File: config.mk
export PLATFORM = sky130hd
export DESIGN_NAME = riscv_prefetch_aligner
export DESIGN_NICKNAME = d
export VERILOG_FILES = /design/src/rtl/riscv_defines.sv /design/src/rtl/riscv_fetch_fifo.sv /design/src/rtl/riscv_prefetch_aligner.sv
export SDC_FILE = /design/constraint.sdc
export NUM_CORES = 1
export LEC_CHECK = 0
export CAP_MARGIN = 20
export CORE_MARGIN = 5
export CORE_UTILIZATION = 54
export DETAILED_ROUTE_END_ITERATION = 8
export PLACE_DENSITY = 0.92
export SYNTH_ARGS = -nofsm -noshare
export SYNTH_HDL_FRONTEND = slang
export SYNTH_HIERARCHICAL = 1
export SYNTH_SLANG_ARGS = --single-unit
File: constraint.sdc
create_clock -name clk -period 4.16 [get_ports clk]
set_input_delay 1.04 -clock clk [delete_from_list [all_inputs] [get_ports clk]]
set_output_delay 1.04 -clock clk [all_outputs]
set_load 0.02 [all_outputs]
File: src/rtl/riscv_defines.sv
// Shared IF-stage definitions.
// Halfword offsets, aligner modes, RVC test.
package riscv_defines;

  localparam logic OFFS_ALIGNED    = 1'b0;
  localparam logic OFFS_MISALIGNED = 1'b1;

  typedef enum logic [2:0] {
    M_ERR,
    M_LO_C,
    M_LO_32,
    M_HI_C,
    M_HI_32
  } align_mode_e;

  function automatic logic is_compressed(
    input logic [1:0] op
  );
    return op != 2'b11;
  endfunction

endpackage

File: src/rtl/riscv_fetch_fifo.sv
// Generic circular FIFO for fetched words.
// Exposes head and head+1 for the aligner.
module riscv_fetch_fifo #(
  parameter int DEPTH = 4,
  parameter int WIDTH = 32
) (
  input  logic                     clk,
  input  logic                     rst_n,
  input  logic                     i_flush,
  input  logic                     i_push,
  input  logic [WIDTH-1:0]         i_wdata,
  input  logic                     i_pop,
  output logic [WIDTH-1:0]         o_head,
  output logic [WIDTH-1:0]         o_next,
  output logic [$clog2(DEPTH):0]   o_count,
  output logic                     o_full
);

  localparam int AW = $clog2(DEPTH);
  localparam int CW = AW + 1;

  logic [WIDTH-1:0] r_mem [DEPTH];
  logic [AW-1:0]    r_wptr;
  logic [AW-1:0]    r_rptr;
  logic [CW-1:0]    r_count;
  logic [AW-1:0]    w_nptr;
  logic             w_push;
  logic             w_pop;

  assign o_full  = r_count == CW'(DEPTH);
  assign w_push  = i_push & ~o_full & ~i_flush;
  assign w_pop   = i_pop & (r_count != '0) & ~i_flush;
  assign w_nptr  = r_rptr + AW'(1);
  assign o_head  = r_mem[r_rptr];
  assign o_next  = r_mem[w_nptr];
  assign o_count = r_count;

  // Storage write; contents need no reset, count guards reads
  always_ff @(posedge clk) begin
    if (w_push) r_mem[r_wptr] <= i_wdata;
  end

  // Pointer and count bookkeeping; flush wins over push/pop
  always_ff @(posedge clk or negedge rst_n) begin
    if (!rst_n) begin
      r_wptr  <= '0;
      r_rptr  <= '0;
      r_count <= '0;
    end else if (i_flush) begin
      r_wptr  <= '0;
      r_rptr  <= '0;
      r_count <= '0;
    end else begin
      if (w_push) r_wptr <= r_wptr + AW'(1);
      if (w_pop)  r_rptr <= w_nptr;
      unique case ({w_push, w_pop})
        2'b10:   r_count <= r_count + CW'(1);
        2'b01:   r_count <= r_count - CW'(1);
        default: r_count <= r_count;
      endcase
    end
  end

endmodule

File: src/rtl/riscv_prefetch_aligner.sv
// Fetch FIFO plus halfword instruction aligner.
// Emits one 16/32-bit instruction per cycle.
module riscv_prefetch_aligner
  import riscv_defines::*;
#(
  parameter int DEPTH     = 4,
  parameter int TAG_WIDTH = 4
) (
  input  logic                   clk,
  input  logic                   rst_n,
  input  logic                   flush_i,
  input  logic [31:0]            flush_addr_i,
  input  logic                   in_valid_i,
  output logic                   in_ready_o,
  input  logic [31:0]            in_rdata_i,
  input  logic [TAG_WIDTH-1:0]   in_rtag_i,
  input  logic                   in_err_i,
  output logic                   out_valid_o,
  input  logic                   out_ready_i,
  output logic [31:0]            out_instr_o,
  output logic [TAG_WIDTH-1:0]   out_rtag_o,
  output logic [31:0]            out_pc_o,
  output logic                   out_compressed_o,
  output logic                   out_err_o,
  output logic [$clog2(DEPTH):0] occupancy_o
);

  localparam int CW = $clog2(DEPTH) + 1;
  localparam int EW = 32 + TAG_WIDTH + 1;

  typedef struct packed {
    logic [31:0]          rdata;
    logic [TAG_WIDTH-1:0] rtag;
    logic                 err;
  } entry_t;

  entry_t               w_e0;
  entry_t               w_e1;
  entry_t               w_wr;
  logic [EW-1:0]        w_head;
  logic [EW-1:0]        w_next;
  logic [CW-1:0]        w_count;
  logic                 w_full;
  logic                 w_push;
  logic                 w_fire;
  logic                 w_off;
  logic                 w_lo_c;
  logic                 w_hi_c;
  align_mode_e          w_mode;
  logic                 w_need2;
  logic                 w_pop;
  logic [31:0]          w_instr;
  logic [TAG_WIDTH-1:0] w_tag;
  logic                 w_err;
  logic                 w_comp;
  logic [31:0]          w_npc;
  logic                 w_avail;
  logic                 w_valid;
  logic                 w_unused;
  logic [31:0]          r_pc;

  assign w_wr = '{rdata: in_rdata_i,
                  rtag:  in_rtag_i,
                  err:   in_err_i};

  riscv_fetch_fifo #(
    .DEPTH (DEPTH),
    .WIDTH (EW)
  ) u_fifo (
    .clk     (clk),
    .rst_n   (rst_n),
    .i_flush (flush_i),
    .i_push  (w_push),
    .i_wdata (w_wr),
    .i_pop   (w_fire & w_pop),
    .o_head  (w_head),
    .o_next  (w_next),
    .o_count (w_count),
    .o_full  (w_full)
  );

  assign w_e0     = w_head;
  assign w_e1     = w_next;
  assign w_off    = r_pc[1];
  assign w_lo_c   = is_compressed(w_e0.rdata[1:0]);
  assign w_hi_c   = is_compressed(w_e0.rdata[17:16]);
  assign w_unused = ^{flush_addr_i[0], w_e1.rdata[31:16]};

  // Classify head word at the current halfword offset
  always_comb begin
    w_mode = M_ERR;
    unique case (1'b1)
      w_e0.err:
        w_mode = M_ERR;
      !w_e0.err && w_off == OFFS_ALIGNED && w_lo_c:
        w_mode = M_LO_C;
      !w_e0.err && w_off == OFFS_ALIGNED && !w_lo_c:
        w_mode = M_LO_32;
      !w_e0.err && w_off == OFFS_MISALIGNED && w_hi_c:
        w_mode = M_HI_C;
      default:
        w_mode = M_HI_32;
    endcase
  end

  // Build instruction, pop request and next PC per mode
  always_comb begin
    w_need2 = 1'b0;
    w_pop   = 1'b0;
    w_instr = '0;
    w_tag   = w_e0.rtag;
    w_err   = 1'b0;
    w_comp  = 1'b0;
    w_npc   = r_pc + 32'd4;
    unique case (w_mode)
      M_ERR: begin
        w_err = 1'b1;
        w_pop = 1'b1;
        w_npc = {r_pc[31:2] + 30'd1, 2'b00};
      end
      M_LO_C: begin
        w_instr = {16'h0, w_e0.rdata[15:0]};
        w_comp  = 1'b1;
        w_npc   = r_pc + 32'd2;
      end
      M_LO_32: begin
        w_instr = w_e0.rdata;
        w_pop   = 1'b1;
      end
      M_HI_C: begin
        w_instr = {16'h0, w_e0.rdata[31:16]};
        w_comp  = 1'b1;
        w_pop   = 1'b1;
        w_npc   = r_pc + 32'd2;
      end
      M_HI_32: begin
        w_need2 = 1'b1;
        w_pop   = 1'b1;
        w_tag   = w_e0.rtag | w_e1.rtag;
        w_err   = w_e1.err;
        w_instr = w_e1.err ? 32'h0 :
                  {w_e1.rdata[15:0], w_e0.rdata[31:16]};
      end
      default: ;
    endcase
  end

  assign w_avail = w_need2 ? (w_count >= CW'(2))
                           : (w_count != '0);
  assign w_valid = w_avail & ~flush_i;
  assign w_fire  = w_valid & out_ready_i;
  assign w_push  = in_valid_i & in_ready_o;

  assign in_ready_o       = ~w_full;
  assign occupancy_o      = w_count;
  assign out_valid_o      = w_valid;
  assign out_pc_o         = r_pc;
  assign out_instr_o      = w_valid ? w_instr : '0;
  assign out_rtag_o       = w_valid ? w_tag : '0;
  assign out_err_o        = w_valid & w_err;
  assign out_compressed_o = w_valid & w_comp;

  // PC tracking: flush restarts, consumption advances
  always_ff @(posedge clk or negedge rst_n) begin
    if (!rst_n)       r_pc <= '0;
    else if (flush_i) r_pc <= {flush_addr_i[31:1], 1'b0};
    else if (w_fire)  r_pc <= w_npc;
  end

endmodule

==> results.cfg <==
[pwr]
powerDensity_mw_per_mm2 = 373.9
p_leak_nw = 3.931
irDropWorstVdd_mv = 0.3183

[placed_design]
port_buffers = 146
place_congestion = 0.8579
hpwl_mm = 15.44

[clock_network]
numCtsBuffers = 17
clk_pin_slew_ns = 0.08
cts.sinks = 186
cts_tree = built
insertion_delay_ns = 0.43
root_buffer = clkbuf_16
ctsHtreeMaxLevel = 4
clock_path_buffers = 2

[die]
rows = 47
die_x_um = 139.5
die_area_mm2 = 0.01947
core-area_mm2 = 0.01652
die_h_um = 139.5
initial_core_util_pct = 54.82
io_pins = 149

[global_route]
grt_antenna_before_repair = 2
grt_pass1_vias = 6435
grt_max_degree = 55
grtUsageTotal_pct = 23.17
grt_overflow = 0
grt_pass1_wl_mm = 35.40

[timing]
max_freq_mhz = 247.8
finalCritPeriodShare_pct = 97.01
rsz0062_at_grt = true
setup_tns_ns = 0
finClkSkew_ns = 0.01145
worst_pin_slew_ns = 0.8959
slew_headroom_pct = 40.27
hold_viol_final = 0
slew_viol_final = 0
fin_crit_ns = 4.036
finalSetupViolations = 0

[critical_path]
required_ns = 3.12
worstSetupEndpoint = out_instr_o[5]
end_kind = primary output
crit-reg2reg-launch = u_fifo/r_rptr[1]
rr_worst_depth = 12
rrSetupSlack_ns = 0.69
cp.arrival_ns = 3.00
timing.rr.end = u_fifo/o_count[1]
critical_path_class = reg2out
worstSetupStartpoint = u_fifo/r_rptr[1]
worst_setup_path_start_kind = flip-flop
crit_path_max_fanout = 21

[routing]
num_vias = 6388
drtPass1Iterations = 5
viasPerCell = 6.331
wire_per_inst_um = 22.01
detail-route-antenna-nets = 0
drt_iter0_drc = 649
drc = 0
totalWireLength_mm = 22.21

[logic_synthesis]
avgSynthCellArea_um2 = 14.36
syn_nets = 712
syn-instance-count = 631
syn-cell-area_mm2 = 0.009059
yosysWarnings = 6

[run_status]
status = completed

[cells_and_area]
nets = 857
post-route-util_pct = 68.64
n_antenna_cell = 0
syn2layout_area_growth_pct = 25.21
drive_above_1_share_pct = 19.01

[job]
cap_violations = 0

[hold_path]
hold_path.class = reg2reg
[registers in the layout, indices dropped and copies added, names as in the netlist]
name and count:
out_pc_o 31, u_fifo/o_count 3, u_fifo/r_wptr 2, u_fifo/r_mem 148, u_fifo/r_rptr 2
[per-stage QoR]
| step | total power [W] | hold slack, ns | worst slack, ns | std cells | area [um^2] |
|---|---|---|---|---|---|
| 4_1_cts | 0.004260 | 0.5979 | -0.06667 | 1008 | 11350 |
| 5_1_grt | 0.004393 | 0.6279 | -0.01740 | 1009 | 11340 |
| 2_1_floorplan | 0.002407 | 0.5603 | 0.2262 | 631 | 9059 |
| 3_3_place_gp | 0.002635 | 0.5725 | 0.2263 | 976 | 10770 |
| 3_5_place_dp | 0.002655 | 0.5868 | 0.1276 | 976 | 10770 |
| 6_report | 0.004241 | 0.5969 | 0.1244 | 1009 | 11340 |
[cell type report]
class / instances / area, um^2
repair buffers: 175 / 1675
clock buffers: 17 / 425.4
multi-input cells: 384 / 3346
inverters: 12 / 45.04
well taps: 220 / 275.3
clock inverters: 15 / 175.2
fillers: 1119 / 5182
flip-flops and latches: 186 / 5400
[power breakdown]
| part | switching, W | internal [W] | total, W |
|---|---|---|---|
| combinational | 0.000252 | 0.000231 | 0.000483 |
| sequential | 0.0000577 | 0.00208 | 0.00214 |
| clock | 0.000760 | 0.000861 | 0.00162 |
| total | 0.00107 | 0.00317 | 0.00424 |
[per-layer routing]
metal / share of wire, % / track usage (%) / up-vias
li1: - / - / 2803
met1: 37 / 30.01 / 3159
met2: 50 / 38.63 / 386
met3: 11 / 6.415 / 36
met4: 1.9 / 6.900 / 4
met5: 0.11 / 0 / -
[critical path: stages (launching register included)]
cell	delay, ns
dfrtp_4	0.47
mux4_2	0.53
nand4b_1	0.20
a211oi_1	0.09
or2_2	0.30
or2_4	0.33
buf_12	0.18
nor2_1	0.10
dlygate4sd2_1	0.35
[timing repair]
action,4_1_cts,5_1_grt
endpoints found under the setup margin,32,27
hold buffers,0,0
resized for setup,28,40
setup buffers,0,1
gates cloned,0,0
[cell usage in the layout (no fill, tap or decap), types with 7 or more instances in the layout]
cell type        instances
edfxtp_1               148
clkdlybuf4s50_1        111
nor2_1                  62
mux4_2                  58
a22oi_1                 36
dfrtp_1                 36
nand2_1                 28
buf_4                   23
nand3_1                 21
clkbuf_16               17
o21ai_0                 15
a21oi_1                 14
a31oi_1                 13
inv_1                   12
clkbuf_2                12
or4_1                   11
o31ai_1                  9
nor2b_1                  8
xor2_1                   7
or3_1                    7
dlygate4sd2_1            7
dlymetal6s2s_1           7
clkdlybuf4s15_1          7
[worst min-delay path by stage]
stage          slack [ns]                to  cells after the start             start
2_1_floorplan        0.56  u_fifo/r_wptr[1]                      2  u_fifo/r_wptr[1]
3_3_place_gp         0.57      out_pc_o[24]                      2      out_pc_o[24]
3_5_place_dp         0.59      out_pc_o[24]                      2      out_pc_o[24]
4_1_cts              0.60      out_pc_o[24]                      2      out_pc_o[24]
5_1_grt              0.63      out_pc_o[29]                      2      out_pc_o[29]
6_report             0.60      out_pc_o[24]                      2      out_pc_o[24]
No activity file was read; power rests on OpenSTA's default activity.
